--- config.mk ---
export PLATFORM = sky130hd
export DESIGN_NAME = way_select_controller
export DESIGN_NICKNAME = d
export VERILOG_FILES = /design/src/rtl/cache_pkg.sv /design/src/rtl/way_select_controller_plru_tree.sv /design/src/rtl/way_select_controller.sv
export SDC_FILE = /design/constraint.sdc
export NUM_CORES = 1
export LEC_CHECK = 0
export CORE_MARGIN = 2
export CORE_UTILIZATION = 35
export CTS_BUF_LIST = sky130_fd_sc_hd__clkbuf_2 sky130_fd_sc_hd__clkbuf_4 sky130_fd_sc_hd__clkbuf_8
export CTS_CLUSTER_DIAMETER = 30
export DETAILED_ROUTE_END_ITERATION = 8
export GPL_TIMING_DRIVEN = 0
export PLACE_DENSITY = 0.68
export SLEW_MARGIN = 20
export SYNTH_ARGS = -nofsm -noshare
export SYNTH_HDL_FRONTEND = slang
export SYNTH_HIERARCHICAL = 1
export SYNTH_SLANG_ARGS = --single-unit
--- constraint.sdc ---
create_clock -name clk -period 3.59 [get_ports clk]
set_input_delay 0.718 -clock clk [delete_from_list [all_inputs] [get_ports clk]]
set_output_delay 0.718 -clock clk [all_outputs]
set_load 0.01 [all_outputs]
--- src/rtl/cache_pkg.sv ---
// Shared parameters and the controller state encoding for the L2 way-select path.
package cache_pkg;

    localparam int WAYS_DEFAULT     = 8;
    localparam int TAG_BITS_DEFAULT = 12;
    localparam int SET_BITS_DEFAULT = 4;

    typedef enum logic [1:0] {
        IDLE    = 2'd0,
        TAG_RD  = 2'd1,
        COMPARE = 2'd2,
        RESP    = 2'd3
    } ctrl_state_t;

endpackage

--- src/rtl/way_select_controller_plru_tree.sv ---
// Per-set tree pseudo-LRU state: combinational victim lookup for one set and a
// registered path update for another.
module plru_tree
    import cache_pkg::*;
#(
    parameter int WAYS     = WAYS_DEFAULT,
    parameter int SET_BITS = SET_BITS_DEFAULT
) (
    input  logic                     clk,
    input  logic                     reset,
    input  logic [SET_BITS-1:0]      rd_set_i,
    output logic [$clog2(WAYS)-1:0]  victim_o,
    input  logic                     upd_en_i,
    input  logic [SET_BITS-1:0]      upd_set_i,
    input  logic [$clog2(WAYS)-1:0]  upd_way_i
);

    localparam int WB    = $clog2(WAYS);
    localparam int NODES = WAYS - 1;
    localparam int SETS  = 1 << SET_BITS;

    logic [NODES-1:0] bits_q [SETS];
    logic [NODES-1:0] upd_bits_d;

    // Trees are padded to 2*WAYS bits so a heap index of WB+1 bits covers leaves too.
    always_comb begin
        logic [2*WAYS-1:0] ext;
        logic [WB:0]       node;
        ext  = {{(2*WAYS-NODES){1'b0}}, bits_q[rd_set_i]};
        node = '0;
        for (int l = 0; l < WB; l++) begin
            node = (node << 1) + (WB+1)'(1) + {{WB{1'b0}}, ext[node]};
        end
        victim_o = WB'(node - (WB+1)'(NODES));
    end

    always_comb begin
        logic [2*WAYS-1:0] ext;
        logic [WB:0]       idx;
        logic [WB-1:0]     sh;
        ext = {{(2*WAYS-NODES){1'b0}}, bits_q[upd_set_i]};
        idx = '0;
        sh  = '0;
        for (int l = 0; l < WB; l++) begin
            idx      = (WB+1)'((1 << l) - 1) + (WB+1)'(upd_way_i >> (WB - l));
            sh       = upd_way_i >> (WB - 1 - l);
            ext[idx] = ~sh[0];
        end
        upd_bits_d = ext[NODES-1:0];
    end

    always_ff @(posedge clk) begin
        if (reset) begin
            for (int s = 0; s < SETS; s++) bits_q[s] <= '0;
        end else if (upd_en_i) begin
            bits_q[upd_set_i] <= upd_bits_d;
        end
    end

endmodule

--- src/rtl/way_select_controller.sv ---
// One-at-a-time L2 tag lookup: reads the set's tags, picks the hit or victim way,
// presents it to the way mux and updates the set's PLRU tree on handshake.
module way_select_controller
    import cache_pkg::*;
#(
    parameter int WAYS     = WAYS_DEFAULT,
    parameter int TAG_BITS = TAG_BITS_DEFAULT,
    parameter int SET_BITS = SET_BITS_DEFAULT
) (
    input  logic                      clk,
    input  logic                      reset,
    input  logic                      req_valid,
    output logic                      req_ready,
    input  logic [SET_BITS-1:0]       req_set,
    input  logic [TAG_BITS-1:0]       req_tag,
    output logic                      tag_rd_en,
    output logic [SET_BITS-1:0]       tag_rd_set,
    input  logic [WAYS*TAG_BITS-1:0]  way_tags,
    input  logic [WAYS-1:0]           way_valid,
    output logic                      rsp_valid,
    input  logic                      rsp_ready,
    output logic                      rsp_hit,
    output logic [$clog2(WAYS)-1:0]   rsp_way,
    output logic                      rsp_multihit
);

    localparam int WB = $clog2(WAYS);

    ctrl_state_t         state_q, state_d;
    logic [SET_BITS-1:0] set_q, set_d;
    logic [TAG_BITS-1:0] tag_q, tag_d;
    logic                hit_q, hit_d;
    logic [WB-1:0]       way_q, way_d;
    logic                mh_q, mh_d;

    logic [WAYS-1:0]     match;
    logic [WB-1:0]       hit_way;
    logic [WB-1:0]       inv_way;
    logic [WB-1:0]       victim;
    logic                plru_upd;

    always_comb begin
        for (int w = 0; w < WAYS; w++) begin
            match[w] = way_valid[w] && (way_tags[w*TAG_BITS +: TAG_BITS] == tag_q);
        end
    end

    // Descending scan leaves the lowest-index candidate in place.
    always_comb begin
        hit_way = '0;
        inv_way = '0;
        for (int w = WAYS - 1; w >= 0; w--) begin
            if (match[w])      hit_way = WB'(w);
            if (!way_valid[w]) inv_way = WB'(w);
        end
    end

    always_comb begin
        state_d = state_q;
        set_d   = set_q;
        tag_d   = tag_q;
        hit_d   = hit_q;
        way_d   = way_q;
        mh_d    = mh_q;
        case (state_q)
            IDLE: begin
                if (req_valid) begin
                    set_d   = req_set;
                    tag_d   = req_tag;
                    state_d = TAG_RD;
                end
            end
            TAG_RD: state_d = COMPARE;
            COMPARE: begin
                hit_d   = |match;
                mh_d    = |(match & (match - WAYS'(1)));
                if (|match)          way_d = hit_way;
                else if (~&way_valid) way_d = inv_way;
                else                 way_d = victim;
                state_d = RESP;
            end
            RESP: begin
                if (rsp_ready) state_d = IDLE;
            end
            default: state_d = IDLE;
        endcase
    end

    always_ff @(posedge clk) begin
        if (reset) begin
            state_q <= IDLE;
            set_q   <= '0;
            tag_q   <= '0;
            hit_q   <= 1'b0;
            way_q   <= '0;
            mh_q    <= 1'b0;
        end else begin
            state_q <= state_d;
            set_q   <= set_d;
            tag_q   <= tag_d;
            hit_q   <= hit_d;
            way_q   <= way_d;
            mh_q    <= mh_d;
        end
    end

    assign plru_upd = (state_q == RESP) && rsp_ready;

    plru_tree #(
        .WAYS     (WAYS),
        .SET_BITS (SET_BITS)
    ) u_plru (
        .clk       (clk),
        .reset     (reset),
        .rd_set_i  (set_q),
        .victim_o  (victim),
        .upd_en_i  (plru_upd),
        .upd_set_i (set_q),
        .upd_way_i (way_q)
    );

    assign req_ready    = (state_q == IDLE);
    assign tag_rd_en    = (state_q == TAG_RD);
    assign tag_rd_set   = set_q;
    assign rsp_valid    = (state_q == RESP);
    assign rsp_hit      = hit_q;
    assign rsp_way      = way_q;
    assign rsp_multihit = mh_q;

endmodule

==> impl_metrics.yaml <==
status:
  status: "finished, violations left"
  violations: "negative setup slack"
logic_synthesis:
  synth_nets: 831
  ys_types: 53
  synth-seq-cells: 135
  synthCells: 697
  synth_area_leaders: "edfxtp_1 40%, mux4_2 16%, xnor2_1 10%"
  syn_area_per_cell_um2: 11.9
  synth-main-ff-cell: "edfxtp_1"
  synth_edf_count: 112
  yosysTopAreaCellShare_pct: 40.4
  synth_area_um2: 8320
  synth_top_cell_by_area: "edfxtp_1"
  ys_top_cells_by_count: "122 x nor2_1, 112 x edfxtp_1, 97 x xnor2_1"
  yosysMostFrequentCell: "nor2_1"
  ys_seq_area_share_pct: 46.0
  yosysWarnings: 6
  async_flop_share_pct: 0
route:
  num_vias: 6266
  route.detailed.drc: 0
  first_pass_iters: 5
  ant_nets: 0
  drt-initial-drc-count: 530
  wire_per_inst_um: 21.7
  viasPerCell: 5.27
  postRouteWirelength_um: 25900
final_layout:
  final_cells: 1190
  nFillCells: 2208
  seq_area_um2: 3830
  multi_input_area_um2: 4190
  syn_to_final_growth_pct: 27.7
  drive_gt1_share_pct: 17.0
  layout.nets: 991
die:
  die_area_um2: 25000
  die_x_um: 158
  rows: 56
  core_area_um2: 23400
  ios: 136
  dieHeight_um: 158
  initial_core_util_pct: 35.5
sta:
  hold_violations: 0
  maxSlewViolCount: 0
  setup_slack_ns: -0.257
  slew_headroom_pct: 49.4
  worst_slew_pin_slew_ns: 0.752
  fmax_ghz: 0.260
  rsz0062_at_grt: "yes"
  finalSetupViolations: 8
  finalCriticalPeriod_ns: 3.85
  clock-skew-final_ns: 0.0135
  fin_crit_sh_pct: 107
placement:
  place_ws_ns: -1.13
  hpwl_um: 19800
  place_inst: 1151
  port_buffers: 135
  routabilityCongestion: 0.889
clocking:
  clk_pin_slew_ns: 0.08
  cts_tree: "yes"
  holdBufCountCts: 0
  root_buffer: "clkbuf_8"
  clock_latency_ns: 0.45
  h-tree-depth: 4
  clockBufferDepth: 2
  cts.sinks: 135
  cts_buffers: 17
run:
  drv_cap: 0
setup_path:
  cp_max_fo: 7
  critPathKind: "reg -> reg"
  cp.arrival_ns: 4.16
  ff2ff_setup_slack_ns: -0.26
  crit_required_ns: 3.91
  end_kind: "flip-flop"
  start_kind: "flip-flop"
pwr:
  ir_drop_uv: 241
  powerDensity_nw_per_um2: 498
  leakage_nw: 3.56
grt:
  antenna_found_initial: 0
  gr-usage-all-layers_pct: 20.6
  grt_pass1_vias: 6254
  grt-ovfl-total: 0
  grt_pass1_wl_um: 37100
  grt_max_degree: 17
worst_hold_path:
  hold_path_class: "reg -> reg"
==> layout by cell type, fill, tap and decap left out, drive strengths merged, types with 2 or more instances in the layout <==
cell,netlist,routed
a21boi,2,2
a21oi,21,21
a22oi,2,2
a311oi,2,2
a31oi,4,4
and2,4,4
and3,2,2
buf,31,37
bufinv,0,3
clkbuf,13,30
clkdlybuf4s50,0,135
clkinv,0,8
clkinvlp,0,3
dfxtp,23,23
edfxtp,112,112
ha,10,10
inv,11,12
mux2i,19,19
mux4,59,59
nand2,62,62
nand2b,17,17
nand3,16,16
nand4,19,19
nor2,122,122
nor2b,10,10
nor3,3,3
nor4,6,6
o2111ai,2,2
o211ai,3,3
o21ai,6,6
o21bai,2,2
or4,2,2
xnor2,97,97
==> power by group <==
part,internal (mW),switching (mW)
registers,1.80,0.0883
clock network,0.675,0.609
logic,1.06,1.06
==> state kept, by name, indices dropped and copies added, names as in the netlist <==
register       cells
u_plru/bits_q    112
tag_q             12
rsp_multihit       1
rsp_hit            1
rsp_way            3
tag_rd_set         4
state_q            2
==> stage by stage <==
step | cell area (um2) | setup TNS (ns) | hold slack (ns) | util, % | total power, mW
6_report | 10600 | -0.812 | 0.537 | 45.4 | 5.29
5_1_grt | 10600 | -0.623 | 0.573 | 45.4 | 5.54
4_1_cts | 10600 | -0.315 | 0.550 | 45.2 | 5.30
3_5_place_dp | 10100 | -3.98 | 0.496 | 43.1 | 3.94
3_3_place_gp | 10100 | -3.45 | 0.494 | 43.1 | 3.92
2_1_floorplan | 8340 | 0 | 0.496 | - | 3.29
==> area by class of cell <==
class / count / share of cell area (%)
Buffer: 43 / 3.25
Antenna cell: 1 / 0.0236
Clock inverter: 15 / 1.51
Clock buffer: 17 / 2.20
Multi-Input combinational cell: 507 / 39.5
Inverter: 11 / 0.389
Tap cell: 319 / 3.76
Sequential cell: 135 / 36.1
Timing Repair Buffer: 142 / 13.3
==> timing repair <==
item / 4_1_cts / 5_1_grt
endpoints found under the setup margin: 1 / 8
setup buffers: 6 / 1
pin swaps: 8 / 6
resized for setup: 18 / 6
endpoints found under the hold margin: 0 / 0
gates cloned: 0 / 0
==> layer usage <==
layer | up-vias | wire length (um) | track usage [%]
met4 | 0 | 769 | 8.07
met2 | 351 | 12600 | 36.3
met1 | 3022 | 9900 | 23.8
met5 | - | 0 | 0
li1 | 2853 | - | -
met3 | 40 | 2610 | 5.53
==> path summary, 6_finish.rpt <==
kind	cells after the start	end	startpoint
setup / recovery	19	rsp_way[0]	tag_rd_set[0]
hold reg to reg	2	rsp_hit	rsp_hit
setup reg to reg	19	rsp_way[0]	tag_rd_set[0]
hold / removal	2	rsp_hit	rsp_hit
==> worst max-delay path, stage by stage (launching register included) <==
cell and delay [ns]:
dfxtp_4 0.37, buf_12 0.13, mux4_2 0.53, a22oi_2 0.18
and3_4 0.20, buf_6 0.11, mux2i_4 0.24, ha_4 0.25
mux2i_1 0.17, mux2i_1 0.11, mux2i_2 0.21, or3_1 0.14
nand4_1 0.12, nor2b_1 0.13, o21ai_1 0.06, a21boi_1 0.16
o21ai_1 0.08, a21o_1 0.18, a311oi_2 0.24, o22ai_1 0.10
==> kinds of logic after synthesis <==
family,synth area share [%]
and+or+nand+nor,15.0
DFF,46.0
xor gates and xnor gates,10.2
muxes,18.9
buffers and inverters,4.32
AOI/OAI and AO/OA,4.08
adders and majority gates,1.50
No activity file was read; power rests on OpenSTA's default activity.
==> RTL edit 1 (same settings) <==
Make the reset (`reset`) asynchronous in 2 clocked blocks.
--- a/src/rtl/way_select_controller_plru_tree.sv
+++ b/src/rtl/way_select_controller_plru_tree.sv
@@ -49,7 +49,7 @@
         upd_bits_d = ext[NODES-1:0];
     end
 
-    always_ff @(posedge clk) begin
+    always_ff @(posedge clk or posedge reset) begin
         if (reset) begin
             for (int s = 0; s < SETS; s++) bits_q[s] <= '0;
         end else if (upd_en_i) begin
--- a/src/rtl/way_select_controller.sv
+++ b/src/rtl/way_select_controller.sv
@@ -86,7 +86,7 @@
         endcase
     end
 
-    always_ff @(posedge clk) begin
+    always_ff @(posedge clk or posedge reset) begin
         if (reset) begin
             state_q <= IDLE;
             set_q   <= '0;
Formal check against the unedited RTL: differs if reset is asserted again (counterexample within 4 cycles, from zero or initial values and one cycle with reset high); with reset held inactive, the same outputs for 4 cycles.
==> RTL edit 1 against the unedited design <==
  * The flow still finishes with violations (setup timing)
  * Synthesized area is 5.6% higher
  * First-iteration DRC count fell by 18%
  * Setup slack better by 0.12 ns
  * Cell area grew 6.3%
  * Sequential cell count did not move
  * Routed wire length grew 1.3%
  * Count of clock-buffer cells in the layout up 5
  * Clock skew is essentially flat
  * Critical path type unchanged
  * Critical endpoint is now rsp_way[0]
Power is not compared: it rests on default switching activity, and its combinational part moved more than twofold at a synthesized area within 25%.
==> RTL edit 1: results (changes against the unedited design) <==
Cells and area
  – Diodes inserted: 0 (-1)
  – Non-clk bufs: 193 (+4.3%)
  – Clk tree area frac: 3.92% (+0.21 points)

Critical path
  – R2r endpoint: rsp_way[0]
  – Crit path arrival time: 4.07 ns (-0.09 ns)
  – Worst R2R Path Depth: 18 (-1)
  – Crit Path Max Fanout: 10 (+3)

Synthesis
  – Syn Inst Count: 702 (+0.72%)
  – Register area share after synthesis: 38.4% (-7.5 points)
  – Most area-consuming cells after synthesis: dfrtp_1 38%, mux2_2 13%, xnor2_1 9.7%, mux4_2 7.7%, mux4_1 6.9%
  – Ys async rst share: 100% (+100 points)
  – Synthesized Nets: 836 (+0.60%)

Route
  – WL final: 26.2 mm (+1.3%)
  – WL met2: 12.8 mm (+1.9%)

Placed design
  – Placed Area: 10700 um2 (+5.6%)
  – DPL Wire Length: 19.2 mm (-2.9%)

GRT
  – Gr usage total: 20.2% (-0.41 points)
  – Grt met1 use: 23.8% (about the same)
  – GRT met3 Usage: 4.81% (-0.72 points)
  – Number of global-route vias before repair: 6729 (+7.6%)
  – Met2 Track Usage GR: 35.0% (-1.2 points)

Outcome
  – Failing checks: setup timing
  – Outcome: finished, violations left

STA
  – Final worst slack: -0.135 ns (+0.121 ns)
  – Final setup fails: 1 (-7)
-- RTL edit 1: cell types whose count changed after synthesis, moves of 14 or more --
cell / unedited run / this run
dfrtp_1: 0 / 135
nor2_1: 122 / 30
dfxtp_1: 23 / 0
nand2_1: 62 / 39
o21ai_0: 5 / 19
mux2_2: 0 / 105
mux4_2: 59 / 30
edfxtp_1: 112 / 0
mux4_1: 0 / 23
-- RTL edit 1: timing repair --
action / CTS / global route
hold endpoints to repair: 0 / 0
hold buffers: 0 / 0
pin swaps: 9 / 2
resized for setup: 24 / 7
setup buffers: 9 / 1
setup endpoints to repair: 2 / 1
-- RTL edit 1: cells by family (layout without fill, tap and decap cells) --
group           Yosys count  in the layout
flops                   135            135
mux                     175            175
xor+xnor                 97             97
fa+ha+maj                11             11
buf+inv                  63            242
compound gates           79             79
simple gates            142            142
-- RTL edit 1: power by group --
part           switching (mW)  internal, mW  leakage, nW
combinational            2.65          2.78         2.72
sequential              0.377          2.01         1.79
clock                   0.604         0.781        0.218
==> RTL edit 2 (config.mk and constraints unchanged) <==
Without the edit above. Change the package constant `WAYS_DEFAULT` from 8 to 16.
--- a/src/rtl/cache_pkg.sv
+++ b/src/rtl/cache_pkg.sv
@@ -1,7 +1,7 @@
 // Shared parameters and the controller state encoding for the L2 way-select path.
 package cache_pkg;
 
-    localparam int WAYS_DEFAULT     = 8;
+    localparam int WAYS_DEFAULT     = 16;
     localparam int TAG_BITS_DEFAULT = 12;
     localparam int SET_BITS_DEFAULT = 4;
 
Interface: changed (resized rsp_way, way_tags and way_valid); port bits go from 136 to 241. The function was not compared with the original's and may differ.
==> RTL edit 2 against the unedited design <==
  * The flow still finishes with violations (setup timing)
  * Count of clock-buffer cells in the layout grew 45
  * Total power grew 120%
  * Synthesized area grew 100%
  * Core utilization grew 0.10 points
  * Setup slack lost 0.18 ns
  * Synthesized cell count grew 96%
  * Sequential cell count grew 129
  * Clock skew grew 0.027 ns
  * Non-clock buffer count grew 181
  * First-iteration DRC count grew to 2.5 times the old value
  * Cell area grew 100%
  * Routed wire length grew 130%
  * Critical endpoint unchanged
  * Largest power group unchanged
==> RTL edit 2: results (changes against the unedited design) <==
Clock tree
  – Worst skew pair latency: 0.61 ns (+0.16 ns)
  – H-tree levels: 2 (-2)
  – Total CTS buffers: 52 (+35)
  – CTS Buffer Depth: 3 (+1)
  – Clock-pin transition on the worst setup and hold timing paths: 0.06 ns (-0.02 ns)

Placed design
  – Final Wtd Congestion: 0.923 (+3.8%)
  – DPL Wire Length: 43.2 mm (+120%)
  – Place WS: -1.18 ns (-0.0442 ns)
  – Port Buffer Count: 240 (+78%)
  – Cells after DPL: 2222 (+93%)
  – Placed Area: 19900 um2 (+98%)

Outcome
  – Outcome: finished, violations left
  – Failing checks: setup timing

Synthesis
  – Most area-consuming cells after synthesis: edfxtp_1 43%, mux4_2 17%, xnor2_1 9.7%, nor2_1 6.1%, dfxtp_1 2.9%
  – Xor/xnor share of the synthesized area: 10.1% (-0.094 points)
  – Mux share of post-synthesis cell area: 19.8% (+0.93 points)
  – Synth Area in Adders: 0.891% (-0.61 points)
  – Synthesized Nets: 1606 (+93%)
  – Synth cell types: 76 (+43%)
  – Register area share after synthesis: 46.0% (+0.050 points)

GRT
  – Global-route wire length before repair: 86.8 mm (+130%)
  – Initial antenna violation count: 3 (+3)
  – Gr usage total: 23.7% (+3.2 points)
  – Number of global-route vias before repair: 13500 (+120%)

STA
  – Slew headroom: 20.0% (-29 points)
  – Final Skew: 0.0405 ns (+0.0270 ns)
  – Final setup fails: 1 (-7)
  – Final worst slack: -0.442 ns (-0.185 ns)

Cells and area
  – Final net count: 1922 (+94%)
  – Fillers: 4266 (+93%)
  – Share of layout cells above drive strength 1: 21.6% (+4.6 points)
  – Non-Filler Cell Area, Final: 21600 um2 (+100%)

Power
  – Peak supply drop: 223 uV (-7.5%)

Route
  – Router iterations before antenna repair: 6 (+1)
  – WL final: 59.6 mm (+130%)
  – Post-DR wirelength/cell: 25.5 um (+17%)

Critical path
  – Worst path max stage delay: 0.55 ns (+0.02 ns)
RTL edit 2: cell types whose count changed in the layout (fill, tap and decap cells not counted), sizes merged, moves of 12 or more:
cell           before  now
nor2              122  272
edfxtp            112  240
clkdlybuf4s50     135  240
xnor2              97  185
clkbuf             30  106
mux4               59  135
buf                37   82
nand2              62   94
nand3              16   38
a21oi              21   38
nand4              19   35
nor3                3   18
o21ai               6   18
RTL edit 2: area by class of cell:
type                       instances  area share, %
multi-input combinational        981           39.2
timing repair buffer             262           12.1
clock buffer                      62           3.69
clock inverter                    33           1.79
inverter                          18          0.313
antenna                            2         0.0232
buffer                           104           3.68
sequential                       264           35.7
tap                              615           3.57
RTL edit 2: cell families after synthesis:
kind of cell,Yosys count
mux,155
simple gates,522
flops,264
xor+xnor,193
buf+inv,122
compound gates,99
fa+ha+maj,12
RTL edit 2: final timing paths:
path	depth (start not counted)	start	end
setup / recovery	19	tag_rd_set[0]	rsp_way[0]
hold / removal	2	tag_rd_set[2]	tag_rd_set[2]
setup reg to reg	19	tag_rd_set[0]	rsp_way[0]
hold reg to reg	2	tag_rd_set[2]	tag_rd_set[2]
RTL edit 2: critical path: cells and delay by family (launching register included):
family / cells / cell delay, ns
AO/OA/AOI/OAI: 9 / 1.37
adder cells (fa/ha/maj): 1 / 0.28
buffers and inverters: 4 / 0.49
multiplexers: 3 / 1.12
AND/OR/NAND/NOR: 2 / 0.25
flip-flops: 1 / 0.40
RTL edit 2: repair_timing:
action / 4_1_cts / 5_1_grt
endpoints found under the setup margin: 400 / 166
setup buffers: 19 / 2
cloned: 1 / 0
hold buffers: 0 / 0
hold endpoints to repair: 0 / 0
pin swaps: 12 / 2
gates resized for setup: 45 / 23
RTL edit 2: layer usage:
layer  routed length, um  share of wire, %  GRT usage, %  vias up
met4                2710               4.5          10.1        2
met5                  13             0.022             0        -
li1                    -                 -             -     5686
met3                6900                12          6.90      170
met2               29000                49          41.3      900
met1               21000                35          27.3     6508
RTL edit 2: power by group through the flow:
stage	sequential (mW)	clock, mW	combinational (mW)
finish	3.63	3.45	4.56
global route	3.64	3.61	4.78
CTS	3.63	3.48	4.44
detailed placement	3.70	0	4.16
global placement	3.68	0	4.11
floorplan	3.65	0	2.81
